==> src/rtl/uart_rx_if.sv <==
// Receiver-side bundle between the RX pin, the uart_rx core and its consumer.
// The consumer (master) drives the line and clr_rdy; uart_rx (slave) returns the byte and flags.
interface uart_rx_if;
  logic       RX;
  logic       clr_rdy;
  logic [7:0] rx_data;
  logic       rdy;
  logic       frm_err;

  modport master (
    output RX,
    output clr_rdy,
    input  rx_data,
    input  rdy,
    input  frm_err
  );

  modport slave (
    input  RX,
    input  clr_rdy,
    output rx_data,
    output rdy,
    output frm_err
  );
endinterface

==> src/rtl/uart_rx.sv <==
// 8N1 UART receiver: two-flop synchronized RX, mid-bit sampling, sticky rdy/frm_err
// that the consumer clears with clr_rdy.
module uart_rx #(
  parameter int unsigned BAUD_DIV = 2604,
  parameter int unsigned HALF_DIV = BAUD_DIV / 2
) (
  input  logic      clk,
  input  logic      rst_n,
  uart_rx_if.slave  bus
);

  typedef enum logic [1:0] {
    IDLE  = 2'd0,
    START = 2'd1,
    DATA  = 2'd2,
    STOP  = 2'd3
  } state_t;

  // Counter acts on the cycle it reads zero, so a load of N spans N+1 clocks.
  // The start load also absorbs the two synchronizer stages and the detect cycle,
  // putting every sample at the bit centre of the pin itself.
  localparam logic [11:0] HALF_LOAD = 12'(HALF_DIV - 2);
  localparam logic [11:0] BAUD_LOAD = 12'(BAUD_DIV - 1);

  logic        rx_meta_r;
  logic        rx_s_r;
  state_t      state_r,   state_nxt_s;
  logic [11:0] cnt_r,     cnt_nxt_s;
  logic [3:0]  bit_cnt_r, bit_cnt_nxt_s;
  logic [7:0]  shift_r,   shift_nxt_s;
  logic [7:0]  data_r,    data_nxt_s;
  logic        rdy_r,     rdy_nxt_s;
  logic        frm_err_r, frm_err_nxt_s;
  logic        cnt_zero_s;
  logic        done_s;
  logic        start_det_s;

  assign cnt_zero_s  = (cnt_r == 12'd0);
  assign bus.rx_data = data_r;
  assign bus.rdy     = rdy_r;
  assign bus.frm_err = frm_err_r;

  // Two-flop synchronizer; preset high so reset exit never looks like a start bit.
  always_ff @(posedge clk or negedge rst_n) begin
    if (!rst_n) begin
      rx_meta_r <= 1'b1;
      rx_s_r    <= 1'b1;
    end else begin
      rx_meta_r <= bus.RX;
      rx_s_r    <= rx_meta_r;
    end
  end

  // Frame sequencing: baud counter, bit counter, shift register and completion strobes.
  always_comb begin
    state_nxt_s   = state_r;
    cnt_nxt_s     = cnt_r;
    bit_cnt_nxt_s = bit_cnt_r;
    shift_nxt_s   = shift_r;
    data_nxt_s    = data_r;
    done_s        = 1'b0;
    start_det_s   = 1'b0;

    case (state_r)
      IDLE: begin
        if (!rx_s_r) begin
          cnt_nxt_s   = HALF_LOAD;
          start_det_s = 1'b1;
          state_nxt_s = START;
        end else begin
          state_nxt_s = IDLE;
        end
      end

      START: begin
        if (!cnt_zero_s) begin
          cnt_nxt_s = cnt_r - 12'd1;
        end else if (rx_s_r) begin
          state_nxt_s = IDLE;
        end else begin
          cnt_nxt_s     = BAUD_LOAD;
          bit_cnt_nxt_s = 4'd0;
          state_nxt_s   = DATA;
        end
      end

      DATA: begin
        if (!cnt_zero_s) begin
          cnt_nxt_s = cnt_r - 12'd1;
        end else begin
          shift_nxt_s   = {rx_s_r, shift_r[7:1]};
          bit_cnt_nxt_s = bit_cnt_r + 4'd1;
          cnt_nxt_s     = BAUD_LOAD;
          if (bit_cnt_r == 4'd7) begin
            state_nxt_s = STOP;
          end else begin
            state_nxt_s = DATA;
          end
        end
      end

      STOP: begin
        if (!cnt_zero_s) begin
          cnt_nxt_s = cnt_r - 12'd1;
        end else begin
          data_nxt_s  = shift_r;
          done_s      = 1'b1;
          state_nxt_s = IDLE;
        end
      end

      default: begin
        cnt_nxt_s   = 12'd0;
        state_nxt_s = IDLE;
      end
    endcase
  end

  // Flag update: completion outranks clearing, so a clr_rdy on the finishing cycle is lost.
  always_comb begin
    rdy_nxt_s     = rdy_r;
    frm_err_nxt_s = frm_err_r;
    if (done_s) begin
      rdy_nxt_s     = 1'b1;
      frm_err_nxt_s = ~rx_s_r;
    end else if (bus.clr_rdy || start_det_s) begin
      rdy_nxt_s     = 1'b0;
      frm_err_nxt_s = 1'b0;
    end else begin
      rdy_nxt_s     = rdy_r;
      frm_err_nxt_s = frm_err_r;
    end
  end

  // State and datapath registers; reset abandons any frame in flight.
  always_ff @(posedge clk or negedge rst_n) begin
    if (!rst_n) begin
      state_r   <= IDLE;
      cnt_r     <= 12'd0;
      bit_cnt_r <= 4'd0;
      shift_r   <= 8'h00;
      data_r    <= 8'h00;
      rdy_r     <= 1'b0;
      frm_err_r <= 1'b0;
    end else begin
      state_r   <= state_nxt_s;
      cnt_r     <= cnt_nxt_s;
      bit_cnt_r <= bit_cnt_nxt_s;
      shift_r   <= shift_nxt_s;
      data_r    <= data_nxt_s;
      rdy_r     <= rdy_nxt_s;
      frm_err_r <= frm_err_nxt_s;
    end
  end

endmodule

==> src/flat_wrapper.sv <==
// flat-port wrapper written by rule: the top's interface ports become plain ports
module uart_rx_flat 
#(
  parameter int unsigned BAUD_DIV = 2604,
  parameter int unsigned HALF_DIV = BAUD_DIV / 2
)
  (clk, rst_n, bus_RX, bus_clr_rdy, bus_rx_data, bus_rdy, bus_frm_err);
  uart_rx_if bus_i ();
  input  logic clk;
  input  logic rst_n;
  input wire logic [$bits(bus_i.RX)-1:0] bus_RX;
  input wire logic [$bits(bus_i.clr_rdy)-1:0] bus_clr_rdy;
  output wire logic [$bits(bus_i.rx_data)-1:0] bus_rx_data;
  output wire logic [$bits(bus_i.rdy)-1:0] bus_rdy;
  output wire logic [$bits(bus_i.frm_err)-1:0] bus_frm_err;
  assign bus_i.RX = bus_RX;
  assign bus_i.clr_rdy = bus_clr_rdy;
  assign bus_rx_data = bus_i.rx_data;
  assign bus_rdy = bus_i.rdy;
  assign bus_frm_err = bus_i.frm_err;
  uart_rx #(.BAUD_DIV(BAUD_DIV), .HALF_DIV(HALF_DIV)) u_core (.clk(clk), .rst_n(rst_n), .bus(bus_i));
endmodule
==> config.mk <==
export PLATFORM = sky130hd
export DESIGN_NAME = uart_rx_flat
export DESIGN_NICKNAME = d
export VERILOG_FILES = /design/src/rtl/uart_rx_if.sv /design/src/rtl/uart_rx.sv /design/src/flat_wrapper.sv
export SDC_FILE = /design/constraint.sdc
export NUM_CORES = 1
export LEC_CHECK = 0
export CORE_ASPECT_RATIO = 1.2
export CORE_MARGIN = 10
export CORE_UTILIZATION = 30
export DETAILED_ROUTE_END_ITERATION = 12
export PLACE_DENSITY = 0.53
export SLEW_MARGIN = 15
export SYNTH_ARGS = -nofsm -noshare
export SYNTH_HDL_FRONTEND = slang
export SYNTH_SLANG_ARGS = --single-unit
==> constraint.sdc <==
create_clock -name clk -period 3.5 [get_ports clk]
set_clock_uncertainty 0.1 [all_clocks]
set_input_delay 0.35 -clock clk [delete_from_list [all_inputs] [get_ports clk]]
set_output_delay 0.35 -clock clk [all_outputs]
set_load 0.01 [all_outputs]
==> impl_metrics.json <==
{
  "outcome": "finished, final reports clean",
  "grt_antenna_before_repair": 0,
  "reg2reg_slack_ns": 0.73,
  "hold_class": "input pin to asynchronous set/reset pin",
  "cts_buffers": 5,
  "fill_cells": 671,
  "vias": 1508,
  "fin_nets": 208,
  "synth-main-ff-cell": "dfrtp_1",
  "synth_cell_types": 46,
  "relSlewSlack": 0.421,
  "fp.coreArea_sq_mm": 0.00649,
  "die_x_um": 94.8,
  "clock_latency_ns": 0.30,
  "finalSetupViolCount": 0,
  "wl_per_cell_um": 15.4,
  "seq_area_frac_synth": 0.473,
  "place.port_buffers": 13,
  "report.final.slew_viol_count": 0,
  "overflow": 0,
  "synth_top_area_share": 0.447,
  "grt_pass1_wl_um": 7590,
  "cp_slowest_cell": "nor4_4",
  "p_leak_uw": 0.000995,
  "syn_avg_cell_area_sq_um": 11.1,
  "initial_core_util": 0.311,
  "cts_sinks": 38,
  "ctsResizeCount": 0,
  "area_delta_synth_final_pct": 16.3,
  "syn_inst": 182,
  "final_core_util": 0.361,
  "clkTransAtPathRegs_ns": 0.08,
  "crit_required_ns": 3.58,
  "final-hold-violation-count": 0,
  "routed_wl_um": 4350,
  "synth_area_leaders": "dfrtp_1 45%, mux2_2 8.9%, ha_1 5.0%, a211oi_1 3.0%, dfstp_2 2.6%",
  "crit_path_cell_trace": "inv_1, ha_1, or4b_4, nor4_4, or2_1, mux2_4",
  "slowest_delay_ns": 0.54,
  "fin_crit_sh": 0.792,
  "cp.arrival_ns": 2.85,
  "viasPerCell": 5.35,
  "grt_usage": 0.0898,
  "pin_count": 14,
  "cts_tree": "done",
  "placementRows": 32,
  "start_kind": "register",
  "ant_nets": 0,
  "max_freq_mhz": 361,
  "clockBufferDepth": 2,
  "reg2reg_from": "u_core.cnt_r[0]$_DFFE_PN0P_",
  "drive_gt1_frac": 0.193,
  "dp_hpwl_um": 3000,
  "yosysTopAreaCell": "dfrtp_1",
  "cap_violations": 0,
  "setup-tns-final_ns": 0,
  "grt_max_degree": 39,
  "dieHeight_um": 110,
  "fin_crit_ns": 2.77,
  "timing.rr.end": "u_core.cnt_r[0]$_DFFE_PN0P_",
  "diodes": 0,
  "synth_fp_nets": 194,
  "gp_congestion": 0.877,
  "async_reset_ff_frac": 1.00,
  "ctsHtreeMaxLevel": 2,
  "post_cts_buffers": 0,
  "firstDrtPassIters": 4,
  "cts_hold_buf": 0,
  "grt_pass1_vias": 1602,
  "r2r_cells": 6,
  "yosysWarnings": 0,
  "cts_root_buf": "clkbuf_8",
  "synth_edf_count": 0,
  "vdd_drop_max_mv": 0.189,
  "synth.ff_latch_count": 38,
  "syn_area_sq_mm": 0.00202,
  "rsz0062_at_grt": "false",
  "crit_path_end_kind": "register",
  "path_max_fanout": 10,
  "dieArea_sq_mm": 0.0104,
  "drc": 0,
  "drtIter0Drc": 179,
  "critPathKind": "register to register",
  "worstMarginPinSlew_ns": 0.861,
  "power_density_mw_per_mm2": 388
}
-- worst max path at each step --
stage	to	depth (start not counted)	startpoint	slack (ns)
2_1_floorplan	u_core.cnt_r[0]$_DFFE_PN0P_	7	u_core.cnt_r[0]$_DFFE_PN0P_	1.18
6_report	u_core.cnt_r[0]$_DFFE_PN0P_	6	u_core.cnt_r[0]$_DFFE_PN0P_	0.73
5_1_grt	u_core.cnt_r[0]$_DFFE_PN0P_	6	u_core.cnt_r[0]$_DFFE_PN0P_	0.64
4_1_cts	u_core.cnt_r[0]$_DFFE_PN0P_	6	u_core.cnt_r[0]$_DFFE_PN0P_	0.75
3_5_place_dp	u_core.cnt_r[0]$_DFFE_PN0P_	6	u_core.cnt_r[0]$_DFFE_PN0P_	0.78
3_3_place_gp	u_core.cnt_r[0]$_DFFE_PN0P_	6	u_core.cnt_r[0]$_DFFE_PN0P_	0.83
-- state kept, by name, summed over array words and instances, names as in the netlist, named ones only --
name                cells
u_core.state_r          1
u_core.bus.rx_data      8
u_core.rx_s_r           1
u_core.cnt_r           12
u_core.shift_r          8
u_core.rx_meta_r        1
u_core.bus.rdy          1
u_core.bit_cnt_r        4
u_core.bus.frm_err      1
-- through the flow --
step	power, uW	hold slack, ns	setup slack (ns)	instance area, sq um	std cells
after floorplan	452	-0.0456	1.18	2020	182
after CTS	928	0.0921	0.754	2340	282
after global placement	465	0.246	0.826	2210	274
final	910	0.0529	0.729	2340	282
after global routing	943	0.126	0.637	2340	282
after detailed placement	466	0.248	0.781	2210	274
-- layout make-up --
type,count,area [sq um],area share
Clock inverter,3,68.8,0.0294
Timing Repair Buffer,14,133,0.0566
Inverter,12,45.0,0.0192
Tap cell,85,106,0.0454
Clock buffer,5,68.8,0.0294
Multi-Input combinational cell,125,968,0.413
Sequential cell,38,953,0.407
-- layer usage --
layer | vias to the layer above | share of wire | GRT usage | wire length, um
met5 | - | 0 | 0 | 0
met4 | 0 | 0.018 | 0.0364 | 78
met3 | 9 | 0.063 | 0.0327 | 276
li1 | 722 | - | - | -
met1 | 745 | 0.44 | 0.103 | 1910
met2 | 32 | 0.48 | 0.148 | 2080
-- power breakdown --
group	total, uW	internal (uW)	switching, uW
Sequential	442	441	0.970
Clock	455	286	169
Combinational	13.8	2.90	10.9
Total	910	729	181
-- synth_stat cells, types with 3 or more instances --
master,count
nor4_1,4
buf_6,3
ha_1,8
nand2_1,7
o21ai_0,7
a21oi_1,7
nor2_1,7
o31ai_1,4
inv_1,12
a31oi_1,4
o22ai_1,3
nand4_1,3
mux2_2,16
a211oi_1,8
a41oi_1,3
o22a_1,4
nand3_1,7
dfrtp_1,36
clkbuf_1,4
-- cell usage in the layout (no fill, tap or decap), drive strengths merged, types with 4 or more instances in the layout --
cell           count
dfrtp             36
mux2              17
inv               12
clkdlybuf4s50     12
a211oi             8
ha                 8
nor2               7
a21oi              7
o21ai              7
nand2              7
nand3              7
clkbuf             5
nor4               5
a31oi              4
o31ai              4
o22a               4
-- cell families (layout without fill, tap and decap cells) --
group / after synthesis / count (layout) / share of synthesized area
adder cells (fa/ha/maj): 8 / 8 / 0.0497
AO/OA/AOI/OAI: 54 / 54 / 0.189
multiplexers: 17 / 17 / 0.0968
flip-flops: 38 / 38 / 0.473
buffers and inverters: 19 / 34 / 0.0465
AND/OR/NAND/NOR: 46 / 46 / 0.145
-- critical path: cells and delay by family, from the launching register on --
family	cells	cell delay, ns
adders and majority gates	1	0.16
buffers and inverters	1	0.13
and+or+nand+nor	3	1.50
DFF	1	0.42
muxes	1	0.34
No activity file was read; power rests on OpenSTA's default activity.
